`src/rtl/backsub_pam_detector_if.sv`:
```
// Frame-in / decisions-out handshake bundle for the back-substitution PAM detector.
// The detector takes the slave view; the producer/consumer side takes the master view.
interface backsub_pam_detector_if #(
  parameter int unsigned N  = 8,
  parameter int unsigned WL = 16
);
  logic                  in_valid;
  logic                  in_ready;
  logic [WL*N*N-1:0]     Rmatrix_i;
  logic [WL*N-1:0]       Zarray_i;
  logic                  out_valid;
  logic                  out_ready;
  logic [3*N-1:0]        Xhat_o;
  logic                  singular_o;

  modport slave (
    input  in_valid,
    input  Rmatrix_i,
    input  Zarray_i,
    input  out_ready,
    output in_ready,
    output out_valid,
    output Xhat_o,
    output singular_o
  );

  modport master (
    output in_valid,
    output Rmatrix_i,
    output Zarray_i,
    output out_ready,
    input  in_ready,
    input  out_valid,
    input  Xhat_o,
    input  singular_o
  );
endinterface

```
`src/rtl/backsub_pam_detector.sv`:
```
// Division-free successive-cancellation 4-PAM detector: one row per cycle, row N-1 down to 0.
// Symbols use 3-bit two's complement in {-3,-1,+1,+3}; an all-zero code means "not yet decided".
module backsub_pam_detector #(
  parameter int unsigned N    = 8,
  parameter int unsigned WL   = 16,
  parameter int unsigned ACCW = WL + 6
) (
  input  logic                   clk,
  input  logic                   rst,
  backsub_pam_detector_if.slave  bus
);
  localparam int unsigned KW = (N > 1) ? $clog2(N) : 1;

  typedef enum logic [1:0] {StIdle, StCalc, StDone} state_e;

  state_e                 r_state;
  logic [KW-1:0]          r_k;
  logic signed [WL-1:0]   r_rm [N][N];
  logic signed [WL-1:0]   r_z  [N];
  logic [2:0]             r_x  [N];
  logic                   r_sing;
  logic                   r_in_ready;
  logic                   r_out_valid;
  logic [3*N-1:0]         r_xhat;
  logic                   r_sing_o;

  logic signed [ACCW-1:0] w_acc, w_term, w_rkk, w_tn, w_rn, w_thr, w_nthr;
  logic [2:0]             w_xk;
  logic [3*N-1:0]         w_xpack;

  // Interference cancellation and slicing for the current row r_k.
  always_comb begin
    w_acc  = ACCW'(r_z[r_k]);
    w_term = '0;
    for (int j = 0; j < N; j++) begin
      w_term = ACCW'(r_rm[r_k][j]);
      if (j > int'(r_k)) begin
        case (r_x[j])
          3'b001:  w_acc = w_acc - w_term;
          3'b011:  w_acc = w_acc - (w_term + (w_term <<< 1));
          3'b111:  w_acc = w_acc + w_term;
          3'b101:  w_acc = w_acc + (w_term + (w_term <<< 1));
          default: w_acc = w_acc;
        endcase
      end
    end
    w_rkk = ACCW'(r_rm[r_k][r_k]);
    // Fold a negative diagonal into the residual so the slicer only sees r' >= 0.
    if (w_rkk[ACCW-1]) begin
      w_tn = -w_acc;
      w_rn = -w_rkk;
    end else begin
      w_tn = w_acc;
      w_rn = w_rkk;
    end
    w_thr  = w_rn <<< 1;
    w_nthr = -w_thr;
    if (w_tn >= w_thr)       w_xk = 3'b011;
    else if (!w_tn[ACCW-1])  w_xk = 3'b001;
    else if (w_tn >= w_nthr) w_xk = 3'b111;
    else                     w_xk = 3'b101;
    w_xpack = '0;
    for (int k = 0; k < N; k++) begin
      w_xpack[3*k +: 3] = (k == int'(r_k)) ? w_xk : r_x[k];
    end
  end

  always_ff @(posedge clk) begin
    if (rst) begin
      r_state     <= StIdle;
      r_k         <= '0;
      r_sing      <= 1'b0;
      r_in_ready  <= 1'b1;
      r_out_valid <= 1'b0;
      r_xhat      <= '0;
      r_sing_o    <= 1'b0;
      for (int i = 0; i < N; i++) begin
        r_z[i] <= '0;
        r_x[i] <= '0;
        for (int j = 0; j < N; j++) r_rm[i][j] <= '0;
      end
    end else begin
      unique case (r_state)
        StIdle: begin
          if (bus.in_valid) begin
            for (int i = 0; i < N; i++) begin
              r_z[i] <= bus.Zarray_i[i*WL +: WL];
              r_x[i] <= '0;
              for (int j = 0; j < N; j++) r_rm[i][j] <= bus.Rmatrix_i[(i*N+j)*WL +: WL];
            end
            r_k        <= KW'(N - 1);
            r_sing     <= 1'b0;
            r_in_ready <= 1'b0;
            r_state    <= StCalc;
          end
        end
        StCalc: begin
          r_x[r_k] <= w_xk;
          if (w_rkk == '0) r_sing <= 1'b1;
          if (r_k == '0) begin
            r_xhat      <= w_xpack;
            r_sing_o    <= r_sing | (w_rkk == '0);
            r_out_valid <= 1'b1;
            r_state     <= StDone;
          end else begin
            r_k <= r_k - KW'(1);
          end
        end
        StDone: begin
          if (bus.out_ready) begin
            r_out_valid <= 1'b0;
            r_in_ready  <= 1'b1;
            r_state     <= StIdle;
          end
        end
        default: r_state <= StIdle;
      endcase
    end
  end

  assign bus.in_ready   = r_in_ready;
  assign bus.out_valid  = r_out_valid;
  assign bus.Xhat_o     = r_xhat;
  assign bus.singular_o = r_sing_o;
endmodule

```
`src/flat_wrapper.sv`:
```
// flat-port wrapper written by rule: the top's interface ports become plain ports
module backsub_pam_detector_flat 
#(
  parameter int unsigned N    = 8,
  parameter int unsigned WL   = 16,
  parameter int unsigned ACCW = WL + 6
)
  (clk, rst, bus_in_valid, bus_Rmatrix_i, bus_Zarray_i, bus_out_ready, bus_in_ready, bus_out_valid, bus_Xhat_o, bus_singular_o);
  backsub_pam_detector_if #(.N(N), .WL(WL)) bus_i ();
  input  logic clk;
  input  logic rst;
  input wire logic [$bits(bus_i.in_valid)-1:0] bus_in_valid;
  input wire logic [$bits(bus_i.Rmatrix_i)-1:0] bus_Rmatrix_i;
  input wire logic [$bits(bus_i.Zarray_i)-1:0] bus_Zarray_i;
  input wire logic [$bits(bus_i.out_ready)-1:0] bus_out_ready;
  output wire logic [$bits(bus_i.in_ready)-1:0] bus_in_ready;
  output wire logic [$bits(bus_i.out_valid)-1:0] bus_out_valid;
  output wire logic [$bits(bus_i.Xhat_o)-1:0] bus_Xhat_o;
  output wire logic [$bits(bus_i.singular_o)-1:0] bus_singular_o;
  assign bus_i.in_valid = bus_in_valid;
  assign bus_i.Rmatrix_i = bus_Rmatrix_i;
  assign bus_i.Zarray_i = bus_Zarray_i;
  assign bus_i.out_ready = bus_out_ready;
  assign bus_in_ready = bus_i.in_ready;
  assign bus_out_valid = bus_i.out_valid;
  assign bus_Xhat_o = bus_i.Xhat_o;
  assign bus_singular_o = bus_i.singular_o;
  backsub_pam_detector #(.N(N), .WL(WL), .ACCW(ACCW)) u_core (.clk(clk), .rst(rst), .bus(bus_i));
endmodule
```
`config.mk`:
```
export PLATFORM = sky130hd
export DESIGN_NAME = backsub_pam_detector_flat
export DESIGN_NICKNAME = d
export VERILOG_FILES = /design/src/rtl/backsub_pam_detector_if.sv /design/src/rtl/backsub_pam_detector.sv /design/src/flat_wrapper.sv
export SDC_FILE = /design/constraint.sdc
export NUM_CORES = 2
export LEC_CHECK = 0
export CORE_AREA = 2 2 458 460
export CTS_CLUSTER_DIAMETER = 80
export CTS_CLUSTER_SIZE = 20
export DETAILED_ROUTE_END_ITERATION = 10
export DIE_AREA = 0 0 460 462
export SLEW_MARGIN = 25
export SYNTH_ARGS = -nofsm -noshare
export SYNTH_HDL_FRONTEND = slang
export SYNTH_SLANG_ARGS = --single-unit
```
`constraint.sdc`:
```
create_clock -name clk -period 75.5 [get_ports clk]
set_input_delay 7.55 -clock clk [delete_from_list [all_inputs] [get_ports clk]]
set_output_delay 7.55 -clock clk [all_outputs]
set_load 0.02 [all_outputs]
```
==> metrics.cfg <==
[critical_path]
worst_ep_required_time_ns = 75.98
end_kind = flip-flop
rrSetupSlack_ns = 56.32
critPathMaxStageDelay_ns = 0.81
critPathMaxFanout = 76
critical_path.slowest_cell = sky130_fd_sc_hd__dfxtp_4
path_common_cell = sky130_fd_sc_hd__ha_1
path_class = flip-flop to flip-flop
critical_path.startpoint_type = flip-flop
critical_path_arrival_ns = 19.66

[timing]
fin_setup_tns_ns = 0
fin_skew_ns = 0.0505
worst-slew-pin-transition_ns = 1.33
finalHoldViolations = 0
report.final.setup_viol = 0
final.min_clock_period_ns = 19.18
final-max-slew-violation-count = 0
fmax_mhz = 52.1
min_period_over_period_pct = 25.4
slew_headroom_pct = 11.2
timing.hold.ws_ns = 0.459
rsz0062_at_grt = no

[grt]
pin_count_of_the_biggest_net_entering_global_routing = 165
wire_length_of_the_first_global_routing_pass_mm = 487
gr-total-overflow = 0
grt_pass1_vias = 60308
grt_use_total_pct = 33.0
antenna_found_initial = 167

[route]
mean_number_of_vias_per_cell = 5.85
dr_total_vias = 64194
first_iter_violations = 8397
avgRoutedWirePerCell_um = 33.0
remaining_drc_errors = 0
antenna_violating_nets_post_route = 0
detail_route.first_pass.iterations = 6
finalWirelength_mm = 362

[power]
seq_power_share_pct = 27.7
total_leakage_power_nw = 37.5
power_frac_comb_pct = 55.5
irDropWorstVdd_mv = 0.0192
power_dissipated_by_switching_net_loads_w = 0.00135
internal_power_w = 0.00173
switching_portion_of_total_power_pct = 43.8
power_frac_clock_pct = 16.9
cellPowerDensity_nw_per_um2 = 31.5

[floorplanning]
ioPinCount = 1183
die_width_um = 460
placement_rows = 168
floorplan.die.height_um = 462
die_area_um2 = 213000
floorplan.core_area_um2 = 208000
floorplan.initialDensity_pct = 38.4

[clocking]
post_cts_resize_count = 0
htree_num_levels = 3
postCtsSetupRepairBufs = 0
clkLatencyLatePin_ns = 0.78
cts_root_buffer = sky130_fd_sc_hd__clkbuf_16
max-clock-path-buffers = 3
numCtsBuffers = 85
cts-hold-fix-buffers = 0
tritoncts = yes
cts.sink_count = 1209
clk_pin_slew_worst_paths_ns = 0.09

[yosys]
yosys.area.top_type = sky130_fd_sc_hd__edfxtp_1
synth_seq_cells = 1209
avgSynthCellArea_um2 = 11.2
synth.top_cells.by_count = sky130_fd_sc_hd__edfxtp_1, sky130_fd_sc_hd__and2_1, sky130_fd_sc_hd__nand2_1
ys_dominant_reg_cell = sky130_fd_sc_hd__edfxtp_1
mapped_cell_area_um2 = 79900
synthSimpleGateAreaFrac_pct = 17.7
yosys.cell_types.count = 140
synth_top_family_by_area = simple AND/OR/NAND/NOR gates
synth_adder_area_share_pct = 6.98
synthesized_instance_count = 7100
yosysMostFrequentCell = sky130_fd_sc_hd__edfxtp_1
count_of_flip_flops_with_a_built_in_enable_after_synthesis = 1166
seq_area_frac_synth_pct = 44.9
yosysTopAreaCellShare_pct = 43.8
asyncSetResetFlopFracSynth_pct = 0
synth.area.top_cells = sky130_fd_sc_hd__edfxtp_1, sky130_fd_sc_hd__and2_1, sky130_fd_sc_hd__mux4_2
yosys-mux-area-fraction_pct = 10.8
synth_compound_area_share_pct = 11.5
synth-xor-area-share_pct = 4.80
synth.yosys.warnings = 0

[finish]
drive_above_1_share_pct = 9.38
fin_nets = 9732
area.growth.synth_to_final_pct = 22.2

[outcome]
outcome = completed

[job]
cap_viol_max_count = 0

[placed_design]
buffer_ports.inserted = 1182
dpl.hpwl_mm = 296
place_congestion = 0.991

[worst_hold_path]
hold_class = flip-flop to flip-flop

==> state kept, by name (all words and copies together), names as in the netlist, named ones only <==
name	count
u_core.r_x	21
u_core.bus.out_valid	1
u_core.r_k	3
u_core.r_sing	1
u_core.bus.Xhat_o	24
u_core.r_state	2
u_core.r_z	128
u_core.bus.in_ready	1
u_core.r_rm	1024
u_core.bus.singular_o	1
==> metal layers <==
metal  routed length [µm]  GRT usage [%]  up-vias
li1                     -              -    28297
met1               154000           46.5    32129
met2               160000           50.1     3161
met3                33200           6.96      541
met4                14400           11.9       66
met5                  398              0        -
==> area by class of cell <==
type | instances | area (µm²)
multi-input cells | 5298 | 41500
diodes | 67 | 168
well taps | 2720 | 3400
flip-flops and latches | 1209 | 35900
inverters | 232 | 878
fillers | 19114 | 110000
clock inverters | 43 | 736
repair buffers | 1314 | 12900
clock buffers | 96 | 2190
==> logic make-up (layout without fill, tap and decap cells) <==
family	count (synthesis)	in the layout
AND/OR/NAND/NOR	2574	2574
AO/OA/AOI/OAI	1372	1372
flip-flops	1209	1209
buffers and inverters	597	1685
multiplexers	480	480
adder cells (fa/ha/maj)	436	436
XOR/XNOR	431	431
other	1	72
==> final timing paths <==
kind                         start                to  cells past startpoint
setup / recovery         flip-flop  u_core.r_x[4][1]                     71
hold / removal    u_core.r_x[6][0]  u_core.r_x[6][0]                      2
setup reg to reg         flip-flop  u_core.r_x[4][1]                     71
hold reg to reg   u_core.r_x[6][0]  u_core.r_x[6][0]                      2
==> stage by stage <==
step	cell area (µm²)	power, W	instances	util [%]	worst slack, ns
after CTS	97400	0.00304	10910	46.8	56.49
after floorplan	79900	0.00204	7104	-	43.89
after global placement	94400	0.00252	10771	45.4	56.86
after detailed placement	94500	0.00253	10771	45.4	56.64
final	97600	0.00307	10979	46.9	56.32
after global routing	97500	0.00323	10945	46.9	54.79
==> layout by cell type, fill, tap and decap left out, types with 21 or more instances in the layout <==
cell                              instances
sky130_fd_sc_hd__edfxtp_1              1166
sky130_fd_sc_hd__o31ai_1                 47
sky130_fd_sc_hd__and2_1                1150
sky130_fd_sc_hd__nand2_1                443
sky130_fd_sc_hd__xor2_1                 151
sky130_fd_sc_hd__clkdlybuf4s50_1       1181
sky130_fd_sc_hd__nor4_1                  21
sky130_fd_sc_hd__nor2b_1                 58
sky130_fd_sc_hd__o211ai_1                46
sky130_fd_sc_hd__clkbuf_16               86
sky130_fd_sc_hd__or3_1                   44
sky130_fd_sc_hd__diode_2                 67
sky130_fd_sc_hd__nand2b_1                42
sky130_fd_sc_hd__mux2i_2                 31
sky130_fd_sc_hd__mux2i_1                106
sky130_fd_sc_hd__buf_4                  124
sky130_fd_sc_hd__nand3_1                 90
sky130_fd_sc_hd__and3_1                  44
sky130_fd_sc_hd__a21oi_1                295
sky130_fd_sc_hd__dfxtp_1                 40
sky130_fd_sc_hd__or2_2                   24
sky130_fd_sc_hd__nand4_1                 38
sky130_fd_sc_hd__inv_1                  215
sky130_fd_sc_hd__xnor2_1                276
sky130_fd_sc_hd__o221ai_1                23
sky130_fd_sc_hd__nor2_1                 386
sky130_fd_sc_hd__ha_1                   420
sky130_fd_sc_hd__a31oi_1                 48
sky130_fd_sc_hd__nor3_1                 109
sky130_fd_sc_hd__a22oi_1                 78
sky130_fd_sc_hd__mux4_2                 278
sky130_fd_sc_hd__o21bai_1                35
sky130_fd_sc_hd__a211oi_1                40
sky130_fd_sc_hd__o21ai_0                275
sky130_fd_sc_hd__o21a_1                  57
sky130_fd_sc_hd__a21o_1                 113
sky130_fd_sc_hd__o22ai_1                 77
sky130_fd_sc_hd__mux2_2                  50
==> power groups by stage <==
stage          combinational, W  clock, W  sequential [W]
2_1_floorplan           0.00115         0        0.000892
3_3_place_gp            0.00166         0        0.000862
3_5_place_dp            0.00166         0        0.000863
4_1_cts                 0.00167  0.000524        0.000849
5_1_grt                 0.00183  0.000544        0.000854
6_report                0.00170  0.000518        0.000850
==> critical path, delay by kind of cell (launching register included) <==
| kind | cells | cell delay [ns] |
|---|---|---|
| AO/OA/AOI/OAI | 30 | 6.78 |
| AND/OR/NAND/NOR | 18 | 4.08 |
| adder cells (fa/ha/maj) | 9 | 3.22 |
| multiplexers | 3 | 1.59 |
| XOR/XNOR | 7 | 1.32 |
| buffers and inverters | 4 | 0.98 |
| flip-flops | 1 | 0.81 |
No activity file was read; power rests on OpenSTA's default activity.
